<file path="src/rtl/mips8_pkg.sv">
// Shared encodings and instruction field positions for the 8-bit multicycle MIPS datapath.
package mips8_pkg;

    typedef enum logic [1:0] {
        PC_ALURES = 2'b00,
        PC_ALUOUT = 2'b01,
        PC_JUMP   = 2'b10,
        PC_RSVD   = 2'b11
    } pcsrc_e;

    localparam logic [5:0] OP_RTYPE = 6'b000000;
    localparam logic [5:0] OP_LB    = 6'b100000;
    localparam logic [5:0] OP_SB    = 6'b101000;
    localparam logic [5:0] OP_BEQ   = 6'b000100;
    localparam logic [5:0] OP_J     = 6'b000010;

    localparam logic [5:0] FUNCT_ADD = 6'b100000;
    localparam logic [5:0] FUNCT_SUB = 6'b100010;
    localparam logic [5:0] FUNCT_AND = 6'b100100;
    localparam logic [5:0] FUNCT_OR  = 6'b100101;
    localparam logic [5:0] FUNCT_SLT = 6'b101010;

    localparam int OP_LSB    = 26;
    localparam int RS_LSB    = 21;
    localparam int RT_LSB    = 16;
    localparam int RD_LSB    = 11;
    localparam int FUNCT_LSB = 0;
    localparam int IMM_LSB   = 0;

endpackage

</file>
<file path="src/rtl/ir_byte_sequencer.sv">
// Tracks the expected next IR byte, reports a fully assembled instruction and
// latches any out-of-order IRWrite pattern.
module ir_byte_sequencer (
    input  logic       clock,
    input  logic       reset_n,
    input  logic [3:0] IRWrite,
    output logic       InstrValid,
    output logic       FetchError
);

    logic [1:0] expect_q, expect_d;
    logic       valid_q, valid_d;
    logic       err_q, err_d;

    always_comb begin
        expect_d = expect_q;
        valid_d  = valid_q;
        err_d    = err_q;
        if (IRWrite == 4'b0001) begin
            valid_d  = 1'b0;
            expect_d = 2'd1;
        end else if (IRWrite != 4'b0000) begin
            // Byte 0 is only legal as a restart, so E0 accepts nothing else.
            if ((expect_q != 2'd0) && (IRWrite == (4'b0001 << expect_q))) begin
                expect_d = expect_q + 2'd1;
                if (expect_q == 2'd3) begin
                    valid_d = 1'b1;
                end
            end else begin
                err_d    = 1'b1;
                valid_d  = 1'b0;
                expect_d = 2'd0;
            end
        end
    end

    always_ff @(posedge clock or negedge reset_n) begin
        if (!reset_n) begin
            expect_q <= 2'd0;
            valid_q  <= 1'b0;
            err_q    <= 1'b0;
        end else begin
            expect_q <= expect_d;
            valid_q  <= valid_d;
            err_q    <= err_d;
        end
    end

    assign InstrValid = valid_q;
    assign FetchError = err_q;

endmodule

</file>
<file path="src/rtl/pc_ir_unit.sv">
// PC, byte-assembled instruction register and MDR feeding the multicycle
// control unit, with a fetch-order checker on IRWrite.
module pc_ir_unit
    import mips8_pkg::*;
#(
    parameter int WIDTH = 8
) (
    input  logic             clock,
    input  logic             reset_n,
    input  logic [3:0]       IRWrite,
    input  logic             PCWrite,
    input  logic             Branch,
    input  logic             Zero,
    input  logic [1:0]       PCSrc,
    input  logic [WIDTH-1:0] ALUResult,
    input  logic [WIDTH-1:0] ALUOut,
    input  logic [WIDTH-1:0] MemData,
    output logic [WIDTH-1:0] PC,
    output logic [31:0]      Instr,
    output logic [5:0]       Op,
    output logic [5:0]       Funct,
    output logic [4:0]       Rs,
    output logic [4:0]       Rt,
    output logic [4:0]       Rd,
    output logic [7:0]       Imm,
    output logic [WIDTH-1:0] Data,
    output logic             InstrValid,
    output logic             FetchError
);

    logic [WIDTH-1:0] pc_q, pc_d;
    logic [31:0]      instr_q, instr_d;
    logic [WIDTH-1:0] data_q;
    logic             pc_en;

    assign pc_en = PCWrite | (Branch & Zero);

    always_comb begin
        pc_d = pc_q;
        if (pc_en) begin
            case (PCSrc)
                PC_ALURES: pc_d = ALUResult;
                PC_ALUOUT: pc_d = ALUOut;
                // Jump target uses the instruction held before this edge.
                PC_JUMP:   pc_d = WIDTH'({instr_q[5:0], 2'b00});
                default:   pc_d = pc_q;
            endcase
        end
    end

    always_comb begin
        instr_d = instr_q;
        for (int k = 0; k < 4; k++) begin
            if (IRWrite[k]) begin
                instr_d[8*k +: 8] = MemData[7:0];
            end
        end
    end

    always_ff @(posedge clock or negedge reset_n) begin
        if (!reset_n) begin
            pc_q    <= '0;
            instr_q <= '0;
            data_q  <= '0;
        end else begin
            pc_q    <= pc_d;
            instr_q <= instr_d;
            data_q  <= MemData;
        end
    end

    ir_byte_sequencer u_seq (
        .clock      (clock),
        .reset_n    (reset_n),
        .IRWrite    (IRWrite),
        .InstrValid (InstrValid),
        .FetchError (FetchError)
    );

    assign PC    = pc_q;
    assign Instr = instr_q;
    assign Data  = data_q;
    assign Op    = instr_q[OP_LSB +: 6];
    assign Rs    = instr_q[RS_LSB +: 5];
    assign Rt    = instr_q[RT_LSB +: 5];
    assign Rd    = instr_q[RD_LSB +: 5];
    assign Funct = instr_q[FUNCT_LSB +: 6];
    assign Imm   = instr_q[IMM_LSB +: 8];

endmodule
</file>
<file path="config.mk">
export PLATFORM = sky130hd
export DESIGN_NAME = pc_ir_unit
export DESIGN_NICKNAME = d
export VERILOG_FILES = /design/src/rtl/mips8_pkg.sv /design/src/rtl/ir_byte_sequencer.sv /design/src/rtl/pc_ir_unit.sv
export SDC_FILE = /design/constraint.sdc
export NUM_CORES = 1
export LEC_CHECK = 0
export ABC_AREA = 1
export ABC_CLOCK_PERIOD_IN_PS = 2800
export CAP_MARGIN = 20
export CELL_PAD_IN_SITES_DETAIL_PLACEMENT = 0
export CELL_PAD_IN_SITES_GLOBAL_PLACEMENT = 1
export CORE_MARGIN = 5
export CORE_UTILIZATION = 34
export CTS_BUF_LIST = sky130_fd_sc_hd__clkbuf_8
export DETAILED_ROUTE_END_ITERATION = 16
export PLACE_DENSITY_LB_ADDON = 0.1
export SKIP_CTS_REPAIR_TIMING = 1
export SYNTH_ARGS = -nofsm -noshare
export SYNTH_HDL_FRONTEND = slang
export SYNTH_HIERARCHICAL = 1
export SYNTH_SLANG_ARGS = --single-unit
</file>
<file path="constraint.sdc">
create_clock -name clock -period 2.8 [get_ports clock]
set_clock_uncertainty 0.15 [all_clocks]
set_input_delay 0.7 -clock clock [delete_from_list [all_inputs] [get_ports clock]]
set_output_delay 0.7 -clock clock [all_outputs]
set_load 0.02 [all_outputs]
</file>
==> results by group, run 1 <==
Status
  – Outcome: finished, final reports clean

Floorplan
  – Starting Density: 35.4%
  – Io pins: 120
  – Die H: a little under 100 µm
  – Core box area: roughly 7300 µm²
  – Die Wd: between 90 and 100 µm
  – FP Rows: 31
  – Die ar.: 9470 µm²

Global routing
  – GRT Residual Overflow: 0
  – First-pass GRT wire length: about 10000 µm
  – Largest net degree at the start of global routing: 37
  – GRT Overall Usage: 13.3%
  – Initial antenna violation count: 0
  – Vias in the first global route: 1871

Setup path
  – Worst Path Buf+Inv: 1
  – Worst setup EP type: output port
  – Reg2Reg Setup Slack: 1.35 ns
  – CP Data Required Time: 1.95 ns
  – Worst Setup SP: Instr[2]$_DFFE_PN0P_
  – Worst setup SP type: register
  – WS Path Type: reg -> out
  – Worst Path Arrival: 1.43 ns
  – CP Max Fanout: 5
  – Worst path slowest cell: clkdlybuf4s50_1
  – Cell Chain, Critical Path: clkdlybuf4s50_1
  – Worst path top cell family by delay: buffers and inverters
  – Max incr delay on CP: 0.66 ns
  – Worst R2R Start: u_seq/expect_q[0]$_DFFE_PN0P_

CTS
  – Clock Sinks: 52
  – CTS H-tree depth: 2
  – CTS tree: done
  – Insertion delay to the later sink of the worst-skew pair: 0.30 ns
  – Longest Clk Path Bufs: 2
  – Root buffer cell: clkbuf_8
  – Num CTS Buffers: 5
  – Clock-pin slew on the worst setup and hold paths: 0.10 ns

Synth
  – Synth Net Count: around 280
  – Post-synth ARST share: 100%
  – Post-Syn Area: between 2000 and 3000 µm²
  – Adder-cell share of the synthesized area: 3.38%
  – Post-Synth Simple-Gate Area: 15.0%
  – Library cells used by synthesis: 24
  – Avg Synthesized Cell Area: 11.1 µm²
  – Cell with the most instances after synthesis: dfrtp_1
  – Post-synthesis mux area share: between 10 and 15%
  – Sequential-to-total area share from yosys stat: 50.2%
  – Syn Inst Count: around 230
  – Largest family of logic cells by synthesized area: buffers and inverters
  – Post-synth EDFFs: 0
  – Synth cell count leaders: dfrtp_1, nand2_1, buf_4, mux2_2, nand3_1
  – Compound-Gate Fraction of Synth Area: 2.12%
  – Cell taking the most area after synthesis: dfrtp_1
  – Synth Area in XOR/XNOR: 0%
  – Main synth FF type: dfrtp_1
  – Share of the synthesized area in the top cell type: roughly half
  – Top cells by area, synth: dfrtp_1, mux2_2, buf_4
  – FF+latch count, synth: 52
  – Yosys warns: 6

Finish
  – Final Instance Area: ~3700 µm²
  – Layout cells sized above 1: 20.7%
  – Layout Nets: 364
  – Area grow syn2layout: 42.9%
  – Core Util, Final: roughly 51%
  – Fillers: 689
  – Ant diodes: 0

Placement
  – DP Worst Slack: 0.353 ns
  – Port bufs: 119
  – DPL Wire Length: 4900 µm
  – GPL Wtd Cong: 0.823
  – Post-DP Area: 3600 µm²

Pwr
  – Pwr Total: approximately 2000 µW
  – IR drop worst, VDD: 0.000236 V
  – Clk pwr share: 23.8%
  – P_sw: between 600 and 700 µW
  – Pwr Density: around 530 nW/µm²
  – Comb pwr share: between 30% and 40%
  – Flop pwr share: 44.7%
  – Internal power: approximately 1300 µW
  – Switching portion of total power: 31.6%
  – Leak Pwr: 0.00160 µW

STA
  – Final Worst Setup Slack: 0.518 ns
  – Max Slew Vio Count: 0
  – Final setup fails: 0
  – Fin Setup TNS: 0 ns
  – RSZ-0062 raised after global routing: no
  – Final hold violations: 0
  – Slew of the pin with the lowest slew margin: around 0.65 ns
  – Relative slew slack: 56.8%
  – Final period util: 81.5%
  – FMAX: approximately 440 MHz
  – Fin crit period: 2.28 ns

Detailed routing
  – Detailed Route Iter0 Violations: 38
  – Residual DRC count: 0
  – WL final: 6290 µm
  – Vias per cell: 4.41
  – Final ANT Viol Nets: 0
  – Drt pass-1 iters: 4
  – Routed WL per cell: 14.9 µm
  – Via count: 1860

Run
  – Maxcap violations: 0

Worst hold path
  – Hold Path Class: in -> async
## state kept, by name, indices dropped and copies added (netlist names)
signal            flops
u_seq/expect_q        2
Data                  8
u_seq/FetchError      1
u_seq/InstrValid      1
PC                    8
Instr                32
## cell families (layout without fill, tap and decap cells)
group	Yosys count	count (layout)
simple gates	81	81
buf+inv	56	145
flops	52	52
mux	32	32
fa+ha+maj	7	7
compound gates	6	6
## per-layer routing
metal  GRT usage, %  vias up  part of all wire [%]
met5              0        -                     0
met2           23.6       64                    52
li1               -      900                     -
met1           15.2      889                    40
met3           4.09        7                   6.4
met4           3.94        0                   1.2
## worst paths after layout
kind                                                 to  cells past startpoint
min in group clock                    PC[0]$_DFFE_PN0P_                      2
hold reg to reg                       PC[0]$_DFFE_PN0P_                      2
hold / removal                    Instr[15]$_DFFE_PN0P_                      1
max in group asynchronous             PC[7]$_DFFE_PN0P_                      2
setup reg to reg           u_seq/FetchError$_DFFE_PN0P_                      8
setup / recovery                                 Imm[2]                      1
## power by group through the flow
stage,Clock (µW),Combinational (µW),Sequential [µW]
after floorplan,0,274,968
after global placement,0,626,891
after detailed placement,0,629,893
after CTS,495,630,878
after global routing,528,655,888
final,466,618,875
## area by class of cell
class	count	area [µm²]	share of cell area, %
multi-input combinational	126	892	24.1
tap	99	124	3.34
timing repair buffer	123	1230	33.2
sequential	52	1300	35.1
clock inverter	2	17.5	0.473
inverter	14	57.6	1.55
clock buffer	6	82.6	2.23
## metrics by stage
stage               std cells  hold slack (ns)
finish                    422            0.159
global route              422            0.170
CTS                       422            0.163
detailed placement        414            0.309
global placement          414            0.304
floorplan                 234            0.254
## placed cells by master (no fill, tap or decap)
cell / instances
nor2_1: 3
nand2_2: 4
buf_2: 1
inv_6: 3
inv_2: 4
clkdlybuf4s50_1: 118
nor2_2: 1
nand2_1: 49
inv_1: 9
o21ai_0: 1
dfrtp_1: 52
clkbuf_8: 6
nand3_1: 16
buf_4: 3
nor2_4: 2
a21oi_4: 1
o21ai_2: 2
buf_12: 1
nor3_2: 1
nand3_2: 5
a21o_1: 1
a21oi_2: 1
mux2_2: 32
ha_1: 7
Power figures use the tool's default switching activity.
==> run 2: changes to the inputs <==
--- a/config.mk
+++ b/config.mk
@@ -6,12 +6,12 @@
 export NUM_CORES = 1
 export LEC_CHECK = 0
 export ABC_AREA = 1
-export ABC_CLOCK_PERIOD_IN_PS = 2800
+export ABC_CLOCK_PERIOD_IN_PS = 1950
 export CAP_MARGIN = 20
 export CELL_PAD_IN_SITES_DETAIL_PLACEMENT = 0
 export CELL_PAD_IN_SITES_GLOBAL_PLACEMENT = 1
 export CORE_MARGIN = 5
-export CORE_UTILIZATION = 34
+export CORE_UTILIZATION = 29
 export CTS_BUF_LIST = sky130_fd_sc_hd__clkbuf_8
 export DETAILED_ROUTE_END_ITERATION = 16
 export PLACE_DENSITY_LB_ADDON = 0.1
==> constraint.sdc (replaced) <==
create_clock -name clock -period 1.95 [get_ports clock]
set_clock_uncertainty 0.15 [all_clocks]
set_input_delay 0.4875 -clock clock [delete_from_list [all_inputs] [get_ports clock]]
set_output_delay 0.4875 -clock clock [all_outputs]
set_load 0.02 [all_outputs]
==> results by group, run 2 (same netlist as run 1, synthesis figures left out) <==
Detailed routing
  – Drt pass-1 iters: 4
  – WL final: 6830 µm
  – Detailed Route Iter0 Violations: 53
  – Final ANT Viol Nets: 0
  – Vias per cell: 4.32
  – Via count: about 1900
  – Residual DRC count: 0
  – Routed WL per cell: 15.6 µm

Placement
  – Port bufs: 119
  – DP Worst Slack: -0.111 ns
  – GPL Wtd Cong: 0.752
  – DPL Wire Length: 5030 µm

STA
  – Final setup fails: 0
  – Hold Slack: 0.00538 ns
  – Final hold violations: 0
  – Final Worst Setup Slack: about 0.044 ns
  – Max Slew Vio Count: 0
  – Final period util: between 90% and 100%
  – Slew of the pin with the lowest slew margin: 0.294 ns
  – FMAX: 525 MHz
  – RSZ-0062 raised after global routing: no
  – Fin Setup TNS: 0 ns
  – Fin crit period: 1.91 ns
  – Relative slew slack: 80.4%

Setup path
  – R2R depth: 8
  – Max incr delay on CP: roughly 0.60 ns
  – Worst Path Buf+Inv: 1
  – Worst setup EP type: output port
  – Worst Path Arrival: ~1.3 ns
  – CP Data Required Time: 1.31 ns
  – Crit. path cell count: 1
  – CP Max Fanout: 2
  – Cell Chain, Critical Path: clkdlybuf4s50_1
  – Worst path slowest cell: clkdlybuf4s50_1
  – WS Path Type: reg -> out
  – Worst setup SP type: register
  – Worst path top cell family by delay: buffers and inverters

Floorplan
  – FP Rows: 34
  – Die Wd: 105 µm
  – Starting Density: around 30%
  – Io pins: 120
  – Core box area: between 8000 and 9000 µm²
  – Die H: 105 µm
  – Die ar.: around 11000 µm²

CTS
  – Root buffer cell: clkbuf_8
  – CTS tree: done
  – Longest Clk Path Bufs: 2
  – CTS H-tree depth: 2
  – Insertion delay to the later sink of the worst-skew pair: 0.31 ns
  – Clock-pin slew on the worst setup and hold paths: approximately 0.1 ns
  – Clock Sinks: 52
  – Num CTS Buffers: 5

Finish
  – Layout cells sized above 1: between 20% and 30%
  – Commonest non-fill, non-tap cell in the layout: dlymetal6s2s_1
  – Area grow syn2layout: 53.5%
  – Fillers: ~840
  – Core Util, Final: 45.6%
  – Most frequent cells in the layout: dlymetal6s2s_1, dfrtp_1, nand2_1
  – Sequential cell area: 1300 µm²
  – Area of the multi-input gates: 892 µm²
  – Layout Nets: around 370
  – Ant diodes: 0
  – Max reg flops: 32

Pwr
  – Internal power: 1870 µW
  – P_sw: between 900 and 1000 µW
  – Clk pwr share: 23.6%
  – Leak Pwr: 0.00239 µW
  – Pwr Density: 700 nW/µm²
  – Flop pwr share: 44.9%
  – Switching portion of total power: 32.7%
  – Comb pwr share: 31.5%
  – IR drop worst, VDD: 0.000348 V
  – Pwr Total: 2780 µW

Status
  – Outcome: finished, final reports clean

Global routing
  – Initial antenna violation count: 0
  – Largest net degree at the start of global routing: 53
  – First-pass GRT wire length: 10800 µm
  – Vias in the first global route: around 2000
  – GRT Overall Usage: about an eighth
  – GRT Residual Overflow: 0

Worst hold path
  – Hold Path Class: in -> async

Run
  – Maxcap violations: 0
[run 2: power groups by stage]
stage / Clock (µW) / Sequential [µW] / Combinational [µW]
2_1_floorplan: 0 / 1390 / 393
3_3_place_gp: 0 / 1280 / 920
3_5_place_dp: 0 / 1280 / 922
4_1_cts: 702 / 1260 / 924
5_1_grt: 731 / 1270 / 938
6_report: 658 / 1250 / 877
[run 2: path summary, 6_finish.rpt]
path,startpoint,end,slack [ns]
setup / recovery,u_seq/FetchError$_DFFE_PN0P_,FetchError,0.04
hold / removal,reset_n,Instr[23]$_DFFE_PN0P_,0.005
setup reg to reg,u_seq/expect_q[0]$_DFFE_PN0P_,u_seq/FetchError$_DFFE_PN0P_,0.50
hold reg to reg,PC[0]$_DFFE_PN0P_,PC[0]$_DFFE_PN0P_,0.33
max in group asynchronous,reset_n,PC[1]$_DFFE_PN0P_,1.40
min in group clock,PC[0]$_DFFE_PN0P_,PC[0]$_DFFE_PN0P_,0.33
[run 2: cell type report]
| type | count | area share, % |
|---|---|---|
| Timing Repair Buffer | 130 | 37.7 |
| Sequential cell | 52 | 32.7 |
| Inverter | 14 | 1.45 |
| Tap cell | 108 | 3.40 |
| Clock inverter | 3 | 0.629 |
| Clock buffer | 5 | 1.73 |
| Multi-Input combinational cell | 126 | 22.4 |
[run 2: metal layers]
metal  routed length, µm  up-vias  part of all wire [%]  global-route usage [%]
met1                3040      904                    45                    15.9
li1                    -      910                     -                       -
met2                3280       71                    48                    20.0
met3                 420        6                   6.1                    3.21
met4                  89        0                   1.3                    3.89
met5                   0        -                     0                       0
[run 2: stage by stage]
stage,cells,area [µm²]
global route,438,3980
global placement,430,3690
detailed placement,430,3690
floorplan,234,2590
CTS,438,3790
finish,438,3980
==> run 3: changes to the inputs <==
--- a/config.mk
+++ b/config.mk
@@ -14,6 +14,7 @@
 export CORE_UTILIZATION = 29
 export CTS_BUF_LIST = sky130_fd_sc_hd__clkbuf_8
 export DETAILED_ROUTE_END_ITERATION = 16
+export GPL_TIMING_DRIVEN = 1
 export PLACE_DENSITY_LB_ADDON = 0.1
 export SKIP_CTS_REPAIR_TIMING = 1
 export SYNTH_ARGS = -nofsm -noshare
==> results of run 3 <==
Final layout, timing and power as in run 2 (identical DEF).
